===== src/rtl/alu_dual_issue_scheduler.sv =====
// ---------------------------------------------------------------------------
// alu_dual_issue_scheduler
//
// In-order dual-issue scheduler placed in front of the 4-lane register file /
// ALU datapath (lane 0 arithmetic, 1 logic, 2 left shift, 3 right shift).
// Incoming micro-ops are buffered in a FIFO. Each cycle up to two ops are
// issued from the FIFO head onto distinct lanes. The per-lane register
// selects, op codes and write enables are registered outputs.
//
// Micro-op layout (MSB first): {lane[1:0], op[1:0], dst, src_a, src_b}
//
// Ports:
//   clk_i            clock
//   rst_ni           synchronous active-low reset
//   op_valid_i       micro-op offered
//   op_ready_o       FIFO can accept (0 while in reset)
//   op_data_i        micro-op payload
//   hold_i           suppress issue this cycle
//   select_a_o       per-lane A read address
//   select_b_o       per-lane B read address
//   select_r_o       per-lane write address
//   lane_op_o        per-lane op code
//   enable_writing_o per-lane write enable
//   select_flags_o   lane of the oldest op issued last cycle (holds otherwise)
//   pair_issue_o     two ops issued last cycle
//   empty_o          FIFO empty
//   issued_cnt_o     total ops issued, wraps modulo 2^CNT_WIDTH
// ---------------------------------------------------------------------------
module alu_dual_issue_scheduler #(
  parameter int DEPTH         = 8,
  parameter int ADDRESS_WIDTH = 3,
  parameter int CNT_WIDTH     = 16
) (
  input  logic                                clk_i,
  input  logic                                rst_ni,
  input  logic                                op_valid_i,
  output logic                                op_ready_o,
  input  logic [4+3*ADDRESS_WIDTH-1:0]        op_data_i,
  input  logic                                hold_i,
  output logic [3:0][ADDRESS_WIDTH-1:0]       select_a_o,
  output logic [3:0][ADDRESS_WIDTH-1:0]       select_b_o,
  output logic [3:0][ADDRESS_WIDTH-1:0]       select_r_o,
  output logic [3:0][1:0]                     lane_op_o,
  output logic [3:0]                          enable_writing_o,
  output logic [1:0]                          select_flags_o,
  output logic                                pair_issue_o,
  output logic                                empty_o,
  output logic [CNT_WIDTH-1:0]                issued_cnt_o
);

  localparam int A     = ADDRESS_WIDTH;
  localparam int W     = 4 + 3 * A;
  localparam int PTR_W = (DEPTH > 1) ? $clog2(DEPTH) : 1;
  localparam logic [PTR_W:0] DEPTH_C = (PTR_W + 1)'(DEPTH);

  // FIFO storage and bookkeeping
  logic [W-1:0]     mem_reg [DEPTH];
  logic [PTR_W-1:0] rd_ptr_reg, rd_ptr_next;
  logic [PTR_W-1:0] wr_ptr_reg, wr_ptr_next;
  logic [PTR_W:0]   count_reg, count_next;

  // Registered datapath controls
  logic [3:0][A-1:0] sel_a_reg, sel_a_next;
  logic [3:0][A-1:0] sel_b_reg, sel_b_next;
  logic [3:0][A-1:0] sel_r_reg, sel_r_next;
  logic [3:0][1:0]   lane_op_reg, lane_op_next;
  logic [3:0]        en_reg, en_next;
  logic [1:0]        flags_reg, flags_next;
  logic              pair_reg, pair_next;
  logic [CNT_WIDTH-1:0] cnt_reg, cnt_next;

  // Head decode
  logic [W-1:0] head0, head1;
  logic [1:0]   lane0, lane1, op0, op1;
  logic [A-1:0] dst0, dst1, a0, a1, b0, b1;
  logic         issue0, issue1, push;
  logic [1:0]   pop_cnt;

  assign head0 = mem_reg[rd_ptr_reg];
  assign head1 = mem_reg[rd_ptr_reg + PTR_W'(1)];

  assign lane0 = head0[W-1 -: 2];
  assign op0   = head0[W-3 -: 2];
  assign dst0  = head0[3*A-1 -: A];
  assign a0    = head0[2*A-1 -: A];
  assign b0    = head0[A-1:0];

  assign lane1 = head1[W-1 -: 2];
  assign op1   = head1[W-3 -: 2];
  assign dst1  = head1[3*A-1 -: A];
  assign a1    = head1[2*A-1 -: A];
  assign b1    = head1[A-1:0];

  // Ready is forced low during reset so nothing is accepted that reset
  // would immediately discard.
  assign op_ready_o = rst_ni && (count_reg < DEPTH_C);
  assign push       = op_valid_i && op_ready_o;

  // The younger op may only join the head op when it uses a different lane
  // and neither reads nor overwrites the head's destination.
  assign issue0 = !hold_i && (count_reg != '0);
  assign issue1 = issue0 && (count_reg >= (PTR_W + 1)'(2)) &&
                  (lane1 != lane0) &&
                  (dst0 != a1) && (dst0 != b1) && (dst0 != dst1);

  assign pop_cnt = {1'b0, issue0} + {1'b0, issue1};

  assign rd_ptr_next = rd_ptr_reg + PTR_W'(pop_cnt);
  assign wr_ptr_next = wr_ptr_reg + PTR_W'(push);
  assign count_next  = count_reg + (PTR_W + 1)'(push) - (PTR_W + 1)'(pop_cnt);

  // Per-lane output steering. The two issued ops always sit on distinct
  // lanes, so at most one of hit0/hit1 is set for any lane.
  generate
    for (genvar gi = 0; gi < 4; gi++) begin : g_lane
      localparam logic [1:0] LANE = 2'(gi);
      logic hit0, hit1;
      assign hit0 = issue0 && (lane0 == LANE);
      assign hit1 = issue1 && (lane1 == LANE);
      assign sel_a_next[gi]   = hit0 ? a0   : (hit1 ? a1   : '0);
      assign sel_b_next[gi]   = hit0 ? b0   : (hit1 ? b1   : '0);
      assign sel_r_next[gi]   = hit0 ? dst0 : (hit1 ? dst1 : '0);
      assign lane_op_next[gi] = hit0 ? op0  : (hit1 ? op1  : 2'b00);
      assign en_next[gi]      = hit0 || hit1;
    end
  endgenerate

  assign flags_next = issue0 ? lane0 : flags_reg;
  assign pair_next  = issue1;
  assign cnt_next   = cnt_reg + CNT_WIDTH'(pop_cnt);

  // Payload storage carries no reset; stale entries are never read because
  // the pointers and count are cleared.
  always_ff @(posedge clk_i) begin
    if (push) begin
      mem_reg[wr_ptr_reg] <= op_data_i;
    end
  end

  always_ff @(posedge clk_i) begin
    if (!rst_ni) begin
      rd_ptr_reg  <= '0;
      wr_ptr_reg  <= '0;
      count_reg   <= '0;
      sel_a_reg   <= '0;
      sel_b_reg   <= '0;
      sel_r_reg   <= '0;
      lane_op_reg <= '0;
      en_reg      <= '0;
      flags_reg   <= '0;
      pair_reg    <= 1'b0;
      cnt_reg     <= '0;
    end else begin
      rd_ptr_reg  <= rd_ptr_next;
      wr_ptr_reg  <= wr_ptr_next;
      count_reg   <= count_next;
      sel_a_reg   <= sel_a_next;
      sel_b_reg   <= sel_b_next;
      sel_r_reg   <= sel_r_next;
      lane_op_reg <= lane_op_next;
      en_reg      <= en_next;
      flags_reg   <= flags_next;
      pair_reg    <= pair_next;
      cnt_reg     <= cnt_next;
    end
  end

  assign select_a_o       = sel_a_reg;
  assign select_b_o       = sel_b_reg;
  assign select_r_o       = sel_r_reg;
  assign lane_op_o        = lane_op_reg;
  assign enable_writing_o = en_reg;
  assign select_flags_o   = flags_reg;
  assign pair_issue_o     = pair_reg;
  assign empty_o          = (count_reg == '0);
  assign issued_cnt_o     = cnt_reg;

endmodule

===== config.mk =====
export PLATFORM = sky130hd
export DESIGN_NAME = alu_dual_issue_scheduler
export DESIGN_NICKNAME = d
export VERILOG_FILES = /design/src/rtl/alu_dual_issue_scheduler.sv
export SDC_FILE = /design/constraint.sdc
export NUM_CORES = 1
export LEC_CHECK = 0
export CAP_MARGIN = 30
export CORE_MARGIN = 1
export CORE_UTILIZATION = 45
export CTS_BUF_LIST = sky130_fd_sc_hd__clkbuf_2
export DETAILED_ROUTE_END_ITERATION = 10
export PLACE_DENSITY = 0.61
export SYNTH_ARGS = -nofsm -noshare
export SYNTH_HDL_FRONTEND = slang
export SYNTH_SLANG_ARGS = --single-unit

===== constraint.sdc =====
create_clock -name clk_i -period 5.4 [get_ports clk_i]
set_input_delay 1.08 -clock clk_i [delete_from_list [all_inputs] [get_ports clk_i]]
set_output_delay 1.08 -clock clk_i [all_outputs]
set_load 0.02 [all_outputs]

# Word-level counts from Yosys, hierarchy flattened
# Memory sizes are Yosys's and may differ from the RTL's. A register that Yosys moved wholly into a read port is not among the register bits.
# Index checks and enable logic that the tools add are counted.
# Widths: inputs -> output; s select.
[totals] regBits=77 ram_bits=104 input_bits=17 output_inout_bits=69 word_cells=103 memories=1
[op_classes] add_sub_neg=7 order_cmp=2 n_eq_ne=10 mux=35 n_reduce_logical=25
[memory_table] name="mem_reg" depth=8 width=13 read_ports=2 rd_ports_with_merged_regs=1 wr=1 line_no="57" text="logic [W-1:0] mem_reg [DEPTH];"
[op_table] operator="$mux 3" n=25
[op_table] operator="$add 16x2->16" n=1
[op_table] operator="$logic_and 1x1->1" n=16
[op_table] operator="$mux 2" n=8
[op_table] operator="$ne 3x3->1" n=3
[op_table] operator="$eq 2x2->1 const B" n=4
[op_table] operator="$add 4x1->4" n=1
[op_table] operator="$eq 2x1->1 const B" n=2
[op_table] operator="$ge 4x2->1 const B" n=1
[op_table] operator="$logic_not 2->1" n=2
[op_table] operator="$logic_not 4->1" n=1
[op_table] operator="$logic_or 1x1->1" n=4
[op_table] operator="$lt 4x4->1 const B" n=1
[op_table] operator="$reduce_bool 4->1" n=1
[op_table] operator="$sub 4x2->4" n=1
[op_table] operator="$add 3x1->3" n=1
[op_table] operator="$add 3x1->3 const B" n=1
[op_table] operator="$add 3x2->3" n=1
[op_table] operator="$add 1x1->2" n=1
[op_table] operator="$mux 1" n=2
[op_table] operator="$ne 2x2->1" n=1
[op_table] operator="$logic_not 1->1" n=1

# Depth between registers and ports, before layout
# Gate-level depths: netlist of the first run.
[logic_depth] depth_word=10 ltp_mapped=20 depth_no_buf=15

# Worst setup path after synthesis of the first run
# OpenSTA, ideal clock, no wires.
[synth_timing] path_type="register to register" startpoint="reg rd_ptr_reg[1]" endpoint="reg cnt_reg[6] (netlist: issued_cnt_o[6])" setup_ns=0.071 t_arrival_ns=4.316 required_time_ns=5.329 setup_slack_ns=1.014 path_stages_with_launch=19 n_path_buf=3 period_less_slack_ns=4.386 path_cell_list="dfxtp_1 -> ha_1 -> buf_4 -> buf_6 -> mux4_2 -> xnor2_1 -> mux2i_1 -> nand4_1 -> nand3_1 -> nor2_1 -> ha_1 -> ha_1 -> inv_1 -> fa_1 -> nor2b_1 -> clkbuf_1 -> nand2_1 -> or2_2 -> a21oi_1"
[synth_via] elab_chain_len=9 word_cells_on_any_way=12 classes_between="3 x add/sub; 4 x eq/ne; 4 x reduce/logical; 1 x memory"
[synth_rtl] element="start: declaration" line_no="58" text="logic [PTR_W-1:0] rd_ptr_reg, rd_ptr_next;"
[synth_rtl] element="start signal: assignment" line_no="154" text="rd_ptr_reg <= rd_ptr_next;"
[synth_rtl] element="$add 3x1->3 (*)" line_no="80" text="assign head1 = mem_reg[rd_ptr_reg + PTR_W'(1)];"
[synth_rtl] element="$mem_v2 8x13 (*)"
[synth_rtl] element="$ne 2x2->1" line_no="103" text="(lane1 != lane0) &&"
[synth_rtl] element="$logic_and 1x1->1" line_no="102" text="assign issue1 = issue0 && (count_reg >= (PTR_W + 1)'(2)) &&"
[synth_rtl] element="$logic_and 1x1->1" line_no="103"
[synth_rtl] element="$logic_and 1x1->1" line_no="104" text="(dst0 != a1) && (dst0 != b1) && (dst0 != dst1);"
[synth_rtl] element="$logic_and 1x1->1 (*)" line_no="104"
[synth_rtl] element="net issue1" line_no="76" text="logic issue0, issue1, push;"
[synth_rtl] element="$add 1x1->2 (*)" line_no="106" text="assign pop_cnt = {1'b0, issue0} + {1'b0, issue1};"
[synth_rtl] element="$add 16x2->16 (*)" line_no="130" text="assign cnt_next = cnt_reg + CNT_WIDTH'(pop_cnt);"
[synth_rtl] element="end signal: assignment" line_no="164" text="cnt_reg <= cnt_next;"
[synth_rtl] element="end: declaration" line_no="70" text="logic [CNT_WIDTH-1:0] cnt_reg, cnt_next;"
# Mark *: on every way through the listed nets, which the timed path passes. The rest lies on a longest branch.
# A chain may end at the register's enable or synchronous reset.

# Worst setup path after layout of the first run
[layout_timing] startpoint="reg rd_ptr_reg[0]" endpoint="reg cnt_reg[12] (netlist: issued_cnt_o[12])"
# The elaborated chain is that of the path after synthesis.

==> results.tsv, run 1 <==
metric	value	unit
Synth Net Count	681	
WP data required	6090	ps
Cells on Worst Hold Path	2	
initial drt markers	419	
Period Utilization, post-route	90.6	%
TritonCTS Sinks	181	
Cells after DPL	969	
wire length per cell	20.3	µm
Setup-failing EPs final	0	
Layout area overhead	14.6	%
synth cell count leaders	104 x edfxtp_1, 77 x dfxtp_1, 51 x mux4_2, 39 x nand4_1, 39 x o22ai_1	
largest net degree at the start of global routing	53	
vias in the first global route	5618	
crit path max-delay cell type	mux4_1	
power per cell area	485	nW/µm²
CP arrival	5580	ps
Buffers on Ports	85	
height of the die	143	µm
count leader, synth	edfxtp_1	
I/O Pins	86	
crit path kind	register to register	
Fin Setup TNS	0	ps
skew final	29.2	ps
Yosys cell types	52	
post-route insts no fill	1003	
remaining antenna violation count	0	
Die W	143	µm
Area contributors post-synth	edfxtp_1 35%, dfxtp_1 17%, mux4_2 13%	
RSZ-0062 raised after global routing	false	
max FFs per register	104	
Critical Path Fanout Max	52	
clk root buf	clkbuf_2	
register bit count reported by yosys	181	
Slew Viols, Final	0	
Starting Density	46.0	%
routability cong.	0.802	
DR vias/cell	5.85	
Filler Cells Inserted	1623	
Multi-input gate area	4000	µm²
minimum clock period	4890	ps
status	finished clean	
Max-Cap Viols	0	
sequential cell area	4670	µm²
CTS Hold Bufs	0	
Vias	5867	
post-CTS setup buffer count	0	
WL final	20400	µm
DRC violations left	0	
Slew headroom	30.2	%
Clock Latency Late Sink	770	ps
Critical Path, Cell by Cell	buf_4 -> mux4_1 -> xnor2_1 -> mux4_2 -> o211ai_2 -> nand3_1 -> nor2_1 -> ha_1 -> ha_1 -> inv_1 -> fa_1 -> nor2b_1 -> nand4_1 -> xnor2_1 -> and2_1	
Synth top area share	34.9	%
CTS tree	built	
post-cts resize count	0	
VDD IR-drop max	0.308	mV
die area	20500	µm²
YS warnings	0	
fmax	204	MHz
CTS Buf Count	17	
Final Hold Vio Count	0	
Final HPWL DP	14400	µm
sequential area share after synthesis	52.1	%
startpoint types	register	
layout cell share with drive strength beyond 1	17.0	%
top_reg_cell synth	edfxtp_1	
Min-Delay Path Class	register to register	
Core Area	19500	µm²
first-pass GRT wire length	31500	µm
H-tree Lvls	4	
worst reg2reg path depth	15	
Gate Count Post-Synth	648	
fin nets	756	
CTS clock-pin slew for the worst setup and hold paths	270	ps
FP Rows	51	
GR Overflow Total	0	
mean post-synth cell area	13.8	µm²
Leakage	3.42	nW
Worst path max stage delay	810	ps
actual slew at the worst max-slew pin	1050	ps
post-synth top area cell	edfxtp_1	
Clock Tree Buf Depth	2	
TritonRoute pass-1 iters	5	
EDFF count, synth	104	
initial antenna violation count	1	
Post-Syn Area	8960	µm²
CP Capture Type	register	
Tot GR Track Use	21.0	%
Async S/R FF share, synth	0	%
## final timing paths
path / startpoint / endpoint / slack, ps
worst max-delay path: rd_ptr_reg[0] / issued_cnt_o[12] / 510
worst min-delay path: issued_cnt_o[6] / issued_cnt_o[6] / 520
worst max register to register: rd_ptr_reg[0] / issued_cnt_o[12] / 510
worst min register to register: issued_cnt_o[6] / issued_cnt_o[6] / 520
## worst max-delay path: cells and delay by family (launching register included)
family	cells	cell delay, ps
AO/OA/AOI/OAI	1	90
XOR/XNOR	2	350
adder cells (fa/ha/maj)	3	770
buffers and inverters	2	640
flip-flops	1	390
multiplexers	2	1300
AND/OR/NAND/NOR	5	1210
## metrics by stage
step                      instance area [µm²]  setup slack (ps)  utilization, %  total power [mW]  hold slack, ps
after floorplan                          8960              1010               -              3.72             541
after global placement                  10000               805            51.6              4.29             467
after detailed placement                10000               574            51.6              4.36             485
after CTS                               10300               531            52.7              5.00             513
after global routing                    10300               228            52.8              5.28             563
final                                   10300               506            52.8              4.98             517
## cell families (layout without fill, tap and decap cells)
family	count (synthesis)	count (layout)	share of synthesized area (%)
DFF	181	181	52.1
other	0	2	0
AOI/OAI and AO/OA	79	79	6.28
xor gates and xnor gates	56	56	5.47
muxes	98	98	20.2
buffers and inverters	61	149	3.77
and+or+nand+nor	157	157	9.72
adders and majority gates	16	16	2.49
## report_power, final
part	total [mW]	internal, mW	switching [mW]
sequential	1.61	1.57	0.0410
clock	0.648	0.144	0.505
combinational	2.72	1.16	1.56
## layer usage
layer	vias up	part of all wire [%]	global-route usage [%]	wire, µm
met3	30	6.0	3.99	1210
met1	2940	44	28.5	8990
met5	-	0	0	0
met2	202	48	33.7	9830
li1	2695	-	-	-
met4	0	1.8	7.47	361
## area by class of cell
| type | count | area share, % |
|---|---|---|
| well taps | 265 | 3.23 |
| multi-input cells | 406 | 38.9 |
| flip-flops and latches | 181 | 45.4 |
| clock inverters | 15 | 1.35 |
| inverters | 16 | 0.585 |
| repair buffers | 101 | 9.58 |
| diodes | 2 | 0.0487 |
| clock buffers | 17 | 0.829 |
## cells in the final DEF (no fill, tap or decap), drive strengths merged, types with 8 or more instances in the layout
cell type,count
xnor2,25
nor2,28
ha,13
o22ai,39
clkbuf,17
dfxtp,77
inv,23
and2,9
a41oi,8
edfxtp,104
mux4,62
nand4,39
nand3,10
nand2,39
clkdlybuf4s50,85
nor3,10
buf,16
xor2,31
mux2i,36
o32ai,12
(Power assumes the default switching activity.)
==> inputs of run 2 (changes only) <==
- GPL_ROUTABILITY_DRIVEN: unset -> 0
==> results of run 2 <==
The final DEF is identical to that of run 1; final timing and power are the same.
==> inputs of run 3 (changes only) <==
- HOLD_SLACK_MARGIN: unset -> 0.15
==> results of run 3 <==
The final DEF is identical to that of run 1; final timing and power are the same.
